File: src/rtl/arb_request_agent_if.sv
// rtl/arb_request_agent_if.sv - request/grant and burst-beat bus between arb_request_agent and its peers
//
// Signals:
//   REQUEST1..REQUEST4  agent -> arbiter   registered request lines, one per channel
//   GRANT_I[3:0]        arbiter -> agent   one-hot grant, 4'b1000=ch1 .. 4'b0001=ch4
//   xfer_valid          agent -> consumer  burst beat active
//   xfer_id[1:0]        agent -> consumer  channel of the current burst (0=ch1 .. 3=ch4)
//   xfer_beat[3:0]      agent -> consumer  beat index within the burst
//   xfer_last           agent -> consumer  final beat of the burst
// Modports: master = agent side, slave = arbiter/consumer side.
interface arb_request_agent_if;
    logic       REQUEST1;
    logic       REQUEST2;
    logic       REQUEST3;
    logic       REQUEST4;
    logic [3:0] GRANT_I;
    logic       xfer_valid;
    logic [1:0] xfer_id;
    logic [3:0] xfer_beat;
    logic       xfer_last;

    modport master (
        output REQUEST1, REQUEST2, REQUEST3, REQUEST4,
        output xfer_valid, xfer_id, xfer_beat, xfer_last,
        input  GRANT_I
    );

    modport slave (
        input  REQUEST1, REQUEST2, REQUEST3, REQUEST4,
        input  xfer_valid, xfer_id, xfer_beat, xfer_last,
        output GRANT_I
    );
endinterface

File: src/rtl/arb_request_agent.sv
// rtl/arb_request_agent.sv - requester agent: per-channel job counters, request FSMs, burst engine, grant checks
//
// Ports:
//   clk           rising-edge clock
//   rst_n         asynchronous active-low reset (synchronous release expected)
//   job_push[3:0] per-channel job post pulse, bit0=ch1 .. bit3=ch4
//   job_full[3:0] per-channel pending counter saturated
//   bus           master side of arb_request_agent_if (REQUESTn, GRANT_I, xfer_*)
//   err_multi     sticky: more than one grant bit seen in a cycle
//   err_spurious  sticky: grant moved to a channel that is idle or in its guard gap
module arb_request_agent #(
    parameter int CNT_W     = 4,
    parameter int BURST_LEN = 4,
    parameter int GAP       = 2,
    parameter int TIMEOUT   = 16
) (
    input  logic                clk,
    input  logic                rst_n,
    input  logic [3:0]          job_push,
    output logic [3:0]          job_full,
    arb_request_agent_if.master bus,
    output logic                err_multi,
    output logic                err_spurious
);
    localparam int HW = (TIMEOUT > 1) ? $clog2(TIMEOUT) : 1;
    localparam logic [CNT_W-1:0] CNT_MAX = '1;

    typedef enum logic [1:0] {CH_IDLE, CH_REQ, CH_XFER, CH_GAP} ch_state_t;

    ch_state_t        ch_state [4];
    ch_state_t        ch_next  [4];
    logic [CNT_W-1:0] pending  [4];
    logic [2:0]       gap_cnt  [4];
    logic [HW-1:0]    hold_cnt [4];
    logic [3:0]       armed;
    logic [3:0]       req_q;

    logic [3:0]       grant_vec;
    logic             grant_onehot;
    logic             grant_multi;
    logic [1:0]       grant_idx;
    logic             accept;

    logic             busy;
    logic [1:0]       eng_id;
    logic [3:0]       beat;
    logic             last_beat;
    logic [3:0]       done;

    // Sampled even while in reset so a grant already sitting on the bus when
    // reset releases does not look like a fresh grant change.
    logic [3:0]       prev_grant;

    // The arbiter numbers grants MSB-first; flip so index i is channel i+1.
    assign grant_vec    = {bus.GRANT_I[0], bus.GRANT_I[1], bus.GRANT_I[2], bus.GRANT_I[3]};
    assign grant_onehot = (grant_vec != 4'd0) && ((grant_vec & (grant_vec - 4'd1)) == 4'd0);
    assign grant_multi  = (grant_vec != 4'd0) && !grant_onehot;

    always_comb begin
        grant_idx = 2'd0;
        for (int i = 0; i < 4; i++) begin
            if (grant_vec[i]) grant_idx = 2'(i);
        end
    end

    assign accept    = !busy && grant_onehot && (ch_state[grant_idx] == CH_REQ) && armed[grant_idx];
    assign last_beat = busy && (beat == 4'(BURST_LEN - 1));

    always_comb begin
        done = '0;
        for (int i = 0; i < 4; i++) begin
            done[i] = last_beat && (eng_id == 2'(i));
        end
    end

    always_comb begin
        for (int i = 0; i < 4; i++) begin
            ch_next[i] = ch_state[i];
            case (ch_state[i])
                CH_IDLE: if (pending[i] != '0) ch_next[i] = CH_REQ;
                CH_REQ:  if (accept && (grant_idx == 2'(i))) ch_next[i] = CH_XFER;
                CH_XFER: if (done[i]) ch_next[i] = (GAP == 0) ? CH_IDLE : CH_GAP;
                CH_GAP:  if (gap_cnt[i] == 3'(GAP - 1)) ch_next[i] = CH_IDLE;
                default: ch_next[i] = CH_IDLE;
            endcase
        end
    end

    always_ff @(posedge clk or negedge rst_n) begin
        if (!rst_n) begin
            for (int i = 0; i < 4; i++) begin
                ch_state[i] <= CH_IDLE;
                pending[i]  <= '0;
                gap_cnt[i]  <= '0;
                hold_cnt[i] <= '0;
            end
            armed <= '0;
            req_q <= '0;
        end else begin
            for (int i = 0; i < 4; i++) begin
                ch_state[i] <= ch_next[i];
                req_q[i]    <= (ch_next[i] == CH_REQ) || (ch_next[i] == CH_XFER);

                // A push landing on the completing beat replaces the finished
                // job, so the count holds even when saturated.
                if (done[i] && !job_push[i]) begin
                    pending[i] <= pending[i] - CNT_W'(1);
                end else if (job_push[i] && !done[i] && (pending[i] != CNT_MAX)) begin
                    pending[i] <= pending[i] + CNT_W'(1);
                end

                gap_cnt[i] <= (ch_state[i] == CH_GAP) ? gap_cnt[i] + 3'd1 : 3'd0;

                // Arming guards against taking a grant that was left asserted
                // from before this request; a low grant bit proves it is fresh,
                // otherwise wait out TIMEOUT cycles of it held high.
                if (ch_state[i] == CH_REQ) begin
                    if (!grant_vec[i]) begin
                        armed[i]    <= 1'b1;
                        hold_cnt[i] <= '0;
                    end else if (hold_cnt[i] == HW'(TIMEOUT - 1)) begin
                        armed[i]    <= 1'b1;
                    end else begin
                        hold_cnt[i] <= hold_cnt[i] + HW'(1);
                    end
                end else begin
                    hold_cnt[i] <= '0;
                    if (done[i]) armed[i] <= 1'b0;
                end
            end
        end
    end

    always_ff @(posedge clk or negedge rst_n) begin
        if (!rst_n) begin
            busy   <= 1'b0;
            eng_id <= 2'd0;
            beat   <= 4'd0;
        end else if (accept) begin
            busy   <= 1'b1;
            eng_id <= grant_idx;
            beat   <= 4'd0;
        end else if (busy) begin
            if (last_beat) begin
                busy <= 1'b0;
                beat <= 4'd0;
            end else begin
                beat <= beat + 4'd1;
            end
        end
    end

    always_ff @(posedge clk or negedge rst_n) begin
        if (!rst_n) begin
            err_multi    <= 1'b0;
            err_spurious <= 1'b0;
        end else begin
            if (grant_multi) err_multi <= 1'b1;
            if (grant_onehot && (bus.GRANT_I != prev_grant) &&
                ((ch_state[grant_idx] == CH_IDLE) || (ch_state[grant_idx] == CH_GAP))) begin
                err_spurious <= 1'b1;
            end
        end
    end

    always_ff @(posedge clk) begin
        prev_grant <= bus.GRANT_I;
    end

    always_comb begin
        for (int i = 0; i < 4; i++) begin
            job_full[i] = (pending[i] == CNT_MAX);
        end
    end

    assign bus.REQUEST1   = req_q[0];
    assign bus.REQUEST2   = req_q[1];
    assign bus.REQUEST3   = req_q[2];
    assign bus.REQUEST4   = req_q[3];
    assign bus.xfer_valid = busy;
    assign bus.xfer_id    = busy ? eng_id : 2'd0;
    assign bus.xfer_beat  = beat;
    assign bus.xfer_last  = last_beat;
endmodule
File: src/flat_wrapper.sv
// flat-port wrapper written by rule: the top's interface ports become plain ports
module arb_request_agent_flat 
#(
    parameter int CNT_W     = 4,
    parameter int BURST_LEN = 4,
    parameter int GAP       = 2,
    parameter int TIMEOUT   = 16
)
  (clk, rst_n, job_push, job_full, err_multi, err_spurious, bus_REQUEST1, bus_REQUEST2, bus_REQUEST3, bus_REQUEST4, bus_xfer_valid, bus_xfer_id, bus_xfer_beat, bus_xfer_last, bus_GRANT_I);
  arb_request_agent_if bus_i ();
  input  logic clk;
  input  logic rst_n;
  input  logic [3:0] job_push;
  output logic [3:0] job_full;
  output logic err_multi;
  output logic err_spurious;
  output wire logic [$bits(bus_i.REQUEST1)-1:0] bus_REQUEST1;
  output wire logic [$bits(bus_i.REQUEST2)-1:0] bus_REQUEST2;
  output wire logic [$bits(bus_i.REQUEST3)-1:0] bus_REQUEST3;
  output wire logic [$bits(bus_i.REQUEST4)-1:0] bus_REQUEST4;
  output wire logic [$bits(bus_i.xfer_valid)-1:0] bus_xfer_valid;
  output wire logic [$bits(bus_i.xfer_id)-1:0] bus_xfer_id;
  output wire logic [$bits(bus_i.xfer_beat)-1:0] bus_xfer_beat;
  output wire logic [$bits(bus_i.xfer_last)-1:0] bus_xfer_last;
  input wire logic [$bits(bus_i.GRANT_I)-1:0] bus_GRANT_I;
  assign bus_REQUEST1 = bus_i.REQUEST1;
  assign bus_REQUEST2 = bus_i.REQUEST2;
  assign bus_REQUEST3 = bus_i.REQUEST3;
  assign bus_REQUEST4 = bus_i.REQUEST4;
  assign bus_xfer_valid = bus_i.xfer_valid;
  assign bus_xfer_id = bus_i.xfer_id;
  assign bus_xfer_beat = bus_i.xfer_beat;
  assign bus_xfer_last = bus_i.xfer_last;
  assign bus_i.GRANT_I = bus_GRANT_I;
  arb_request_agent #(.CNT_W(CNT_W), .BURST_LEN(BURST_LEN), .GAP(GAP), .TIMEOUT(TIMEOUT)) u_core (.clk(clk), .rst_n(rst_n), .job_push(job_push), .job_full(job_full), .bus(bus_i), .err_multi(err_multi), .err_spurious(err_spurious));
endmodule
File: config.mk
export PLATFORM = sky130hd
export DESIGN_NAME = arb_request_agent_flat
export DESIGN_NICKNAME = d
export VERILOG_FILES = /design/src/rtl/arb_request_agent_if.sv /design/src/rtl/arb_request_agent.sv /design/src/flat_wrapper.sv
export SDC_FILE = /design/constraint.sdc
export NUM_CORES = 1
export LEC_CHECK = 0
export ABC_AREA = 1
export CORE_MARGIN = 10
export CORE_UTILIZATION = 60
export DETAILED_ROUTE_END_ITERATION = 7
export HOLD_SLACK_MARGIN = 0.1
export PLACE_DENSITY = 0.81
export SETUP_SLACK_MARGIN = 0.4
export SLEW_MARGIN = 0
export SYNTH_ARGS = -nofsm -noshare
export SYNTH_HDL_FRONTEND = slang
export SYNTH_SLANG_ARGS = --single-unit
File: constraint.sdc
create_clock -name clk -period 3.95 [get_ports clk]
set_input_delay 0.395 -clock clk [delete_from_list [all_inputs] [get_ports clk]]
set_output_delay 0.395 -clock clk [all_outputs]
set_load 0.005 [all_outputs]
==> summary.txt <==
Clocking
  – Post-CTS Hold Fix Bufs: 0
  – CTS max path bufs: 2
  – CTS H-tree depth: 3
  – Post-cts repair resize count: 0
  – CTS tree: yes
  – Clk root buf: clkbuf_8
  – Clock sinks: 73
  – Post-CTS Setup Bufs: 0
  – Clock edge transition at the registers on the reported setup and hold paths: 90 ps
  – Clock Latency Late Sink: 360 ps
  – Total CTS buffers: 9

Critical path
  – CP required: 4200 ps
  – Setup crit start kind: input pin
  – WP data arrival: 2820 ps
  – Critical Path Fanout Max: 12
  – CP Class: input pin to flip-flop
  – Most frequent CP cell: nand2_1
  – CP max stage cell: clkdlybuf4s50_1
  – Top cell family by delay on the critical path: simple AND/OR/NAND/NOR gates
  – Crit-path cells: clkdlybuf4s50_1 > nor2_4 > inv_1 > o21ai_0 > a21oi_1 > a221oi_1 > ha_1 > nand2_1 > nor2_8 > nand4_1 > nand2_1 > inv_1 > nand3_1 > nand2_1
  – CP startpoint: bus_GRANT_I[0]
  – Buf+Inv Stages, Crit Path: 3
  – Crit. End Element: flip-flop
  – R2r startpoint: u_core.bus.xfer_beat[1]$_DFFE_PN0P_
  – Slowest stage delay, CP: 680 ps

STA
  – Relative slew slack: 50.98%
  – Max Freq: 390.2 MHz
  – Final Setup Violations: 0
  – Setup TNS: 0 ps
  – Fin crit period: 2563 ps
  – Period utilisation layout: 64.88%
  – Slew Viols, Final: 0
  – Final Hold Viols: 0
  – RSZ-0062 raised after global routing: false
  – Clock skew: 16.63 ps
  – Final WS setup: 1387 ps
  – Worst-Margin Slew: 735.3 ps

Power
  – Total power: 0.002734 W
  – Worst vdd ir: 344.8 uV
  – PwrDens: 601.0 nW/um^2
  – Seq pwr share: 41.1%
  – NetSw: 0.0009392 W
  – Clock power share: 27.8%
  – Leakage Power: 2.213 nW
  – Pint: 0.001795 W
  – Net Sw Frac: 34.35%
  – Combinational Power Share: 31.0%

Synthesis
  – Post-synth top area cell: dfrtp_1
  – Post-synthesis cell area: 3940 um^2
  – Synth warn: 0
  – Flop and latch count out of synthesis: 73
  – Yosys top cell area share: 43.82%
  – Syn Nets: 487
  – Area contributors post-synth: dfrtp_1 (44%), ha_1 (7.0%), nand2_1 (7.0%)
  – Post-synthesis sequential area ratio: 45.86%
  – Syn Inst Count: 451
  – Synth cell types: 34
  – Avg Cell Area, Syn: 8.736 um^2

Routing
  – Initial DRC Count: 213
  – DRC viols: 0
  – Vias post-DR: 3067
  – Number of detailed-route iterations in the first pass: 4
  – WL/cell: 13.64 um
  – Antenna-violating nets left: 0
  – Number of vias per cell: 5.381
  – Total routed wirelength: 7777 um

Outcome
  – Status: complete, no violations

GRT
  – First-pass GRT wire length: 13480 um
  – Pin count of the biggest net entering global routing: 38
  – Initial antenna violation count: 0
  – Global Route Usage Sum: 16.23%
  – Vias in the first global route: 3058
  – Global route total overflow: 0

Finish
  – Syn-to-layout area delta: 15.47%
  – # nets final: 524
  – Layout cell share with drive strength beyond 1: 9.736%
  – Final core utilization: 71.65%
  – Antenna fix cells: 0
  – Layout Cells excl Fill: 570

Placed design
  – Placed insts: 554
  – Port-buffer cells: 27
  – Pre-CTS setup slack: 1051 ps
  – Final Wtd Congestion: 0.8399
  – Hpwl dp: 5765 um

Die
  – Die height: 101.0 um
  – DIE AREA: 10210 um^2
  – Die X: 101.0 um
  – Initial Utilization: 62.05%
  – I/O pin total: 28
  – Site row count: 29
  – Core area: 6350 um^2

Worst hold path
  – HP Class: input pin to asynchronous set/reset pin

Run
  – Max_cap viols: 0
-- registers in the layout, indices dropped and copies added (netlist names) --
| signal | count |
|---|---|
| u_core.err_spurious | 1 |
| u_core.pending | 16 |
| u_core.hold_cnt | 16 |
| u_core.ch_state | 8 |
| u_core.prev_grant | 4 |
| u_core.req_q | 4 |
| u_core.armed | 4 |
| u_core.bus.xfer_beat | 4 |
| u_core.gap_cnt | 12 |
| u_core.err_multi | 1 |
| u_core.eng_id | 2 |
| u_core.bus.xfer_valid | 1 |
-- power groups by stage --
| stage | clock (W) | sequential, W | combinational [W] |
|---|---|---|---|
| 2_1_floorplan | 0 | 0.00109 | 0.000609 |
| 3_3_place_gp | 0 | 0.00112 | 0.000816 |
| 3_5_place_dp | 0 | 0.00113 | 0.000852 |
| 6_report | 0.000761 | 0.00112 | 0.000849 |
| 4_1_cts | 0.000776 | 0.00112 | 0.000862 |
| 5_1_grt | 0.000806 | 0.00115 | 0.000987 |
-- worst paths after layout --
path	to	slack (ps)	cells after the start
setup reg to reg	u_core.pending[7]$_DFFE_PN0P_	1530	14
max in group asynchronous	u_core.gap_cnt[7]$_DFF_PN0_	2910	2
setup / recovery	u_core.req_q[3]$_DFF_PN0_	1390	14
min in group clk	u_core.gap_cnt[6]$_DFF_PN0_	470	1
hold reg to reg	u_core.gap_cnt[6]$_DFF_PN0_	470	1
hold / removal	u_core.armed[2]$_DFFE_PN0P_	100	1
-- area by class of cell --
| class | instances | area (um^2) |
|---|---|---|
| Fill cell | 472 | 1800 |
| Clock inverter | 5 | 127.6 |
| Sequential cell | 73 | 1807 |
| Clock buffer | 11 | 131.4 |
| Multi-Input combinational cell | 308 | 1859 |
| Inverter | 68 | 255.2 |
| Timing Repair Buffer | 28 | 272.8 |
| Tap cell | 77 | 96.34 |
-- cell usage in the layout, fill, tap and decap left out, types with 4 or more instances in the layout --
master / Yosys / final
o21ai_0: 20 / 20
nor2_1: 42 / 42
nand3_1: 36 / 36
xor2_1: 14 / 14
inv_1: 66 / 66
nand2_2: 16 / 16
ha_1: 22 / 22
dfrtp_1: 69 / 69
nor3_1: 5 / 5
xnor2_1: 14 / 14
bufinv_16: 0 / 4
dfxtp_1: 4 / 4
nand2_1: 73 / 73
nand4_1: 10 / 10
nor2_2: 4 / 4
clkdlybuf4s50_1: 0 / 26
a21oi_1: 25 / 25
fa_1: 4 / 4
clkbuf_8: 0 / 9
-- worst reg2reg max path: stages, from the launching register on --
cell	delay (ps)
dfrtp_1	410
ha_1	240
nand3_1	160
nor2_4	160
nand3_2	160
nor2_2	180
ha_1	290
nand2_1	80
nand2_1	40
a31oi_1	190
inv_1	70
nand2_1	60
nand2_1	60
xor2_1	140
inv_1	50
-- metal layers --
layer / wire (um) / track usage, %
met5: 0 / 0
met3: 418 / 5.761
met4: 111 / 6.324
met2: 3810 / 25.95
met1: 3436 / 19.57
-- stage by stage --
step | area, um^2 | hold slack, ps
2_1_floorplan | 3940 | 99.41
6_report | 4549 | 98.75
3_3_place_gp | 4290 | 447.7
4_1_cts | 4549 | 107.1
3_5_place_dp | 4290 | 462.0
5_1_grt | 4549 | 128.9
-- kinds of logic (layout without fill, tap and decap cells) --
kind of cell	count (synthesis)	count (layout)	synth area share, %
AND/OR/NAND/NOR	196	196	23.63
flip-flops	73	73	45.86
buffers and inverters	70	112	6.955
AO/OA/AOI/OAI	57	57	8.067
XOR/XNOR	28	28	6.224
adder cells (fa/ha/maj)	26	26	9.019
multiplexers	1	1	0.2541
-- synthesized netlist by cell type (all sizes together) --
library cell	number
dfxtp	4
nand2	90
nand4	10
o22ai	1
nor3	5
xor2	14
buf	2
or2	1
nor4	1
mux2i	1
a221oi	3
ha	22
o31ai	1
dfrtp	69
nand3	39
fa	4
o21bai	1
a31oi	3
nor2	49
xnor2	14
o21ai	22
a21oi	26
inv	68
and2	1
Note: power is estimated with default switching activity, not from simulation.
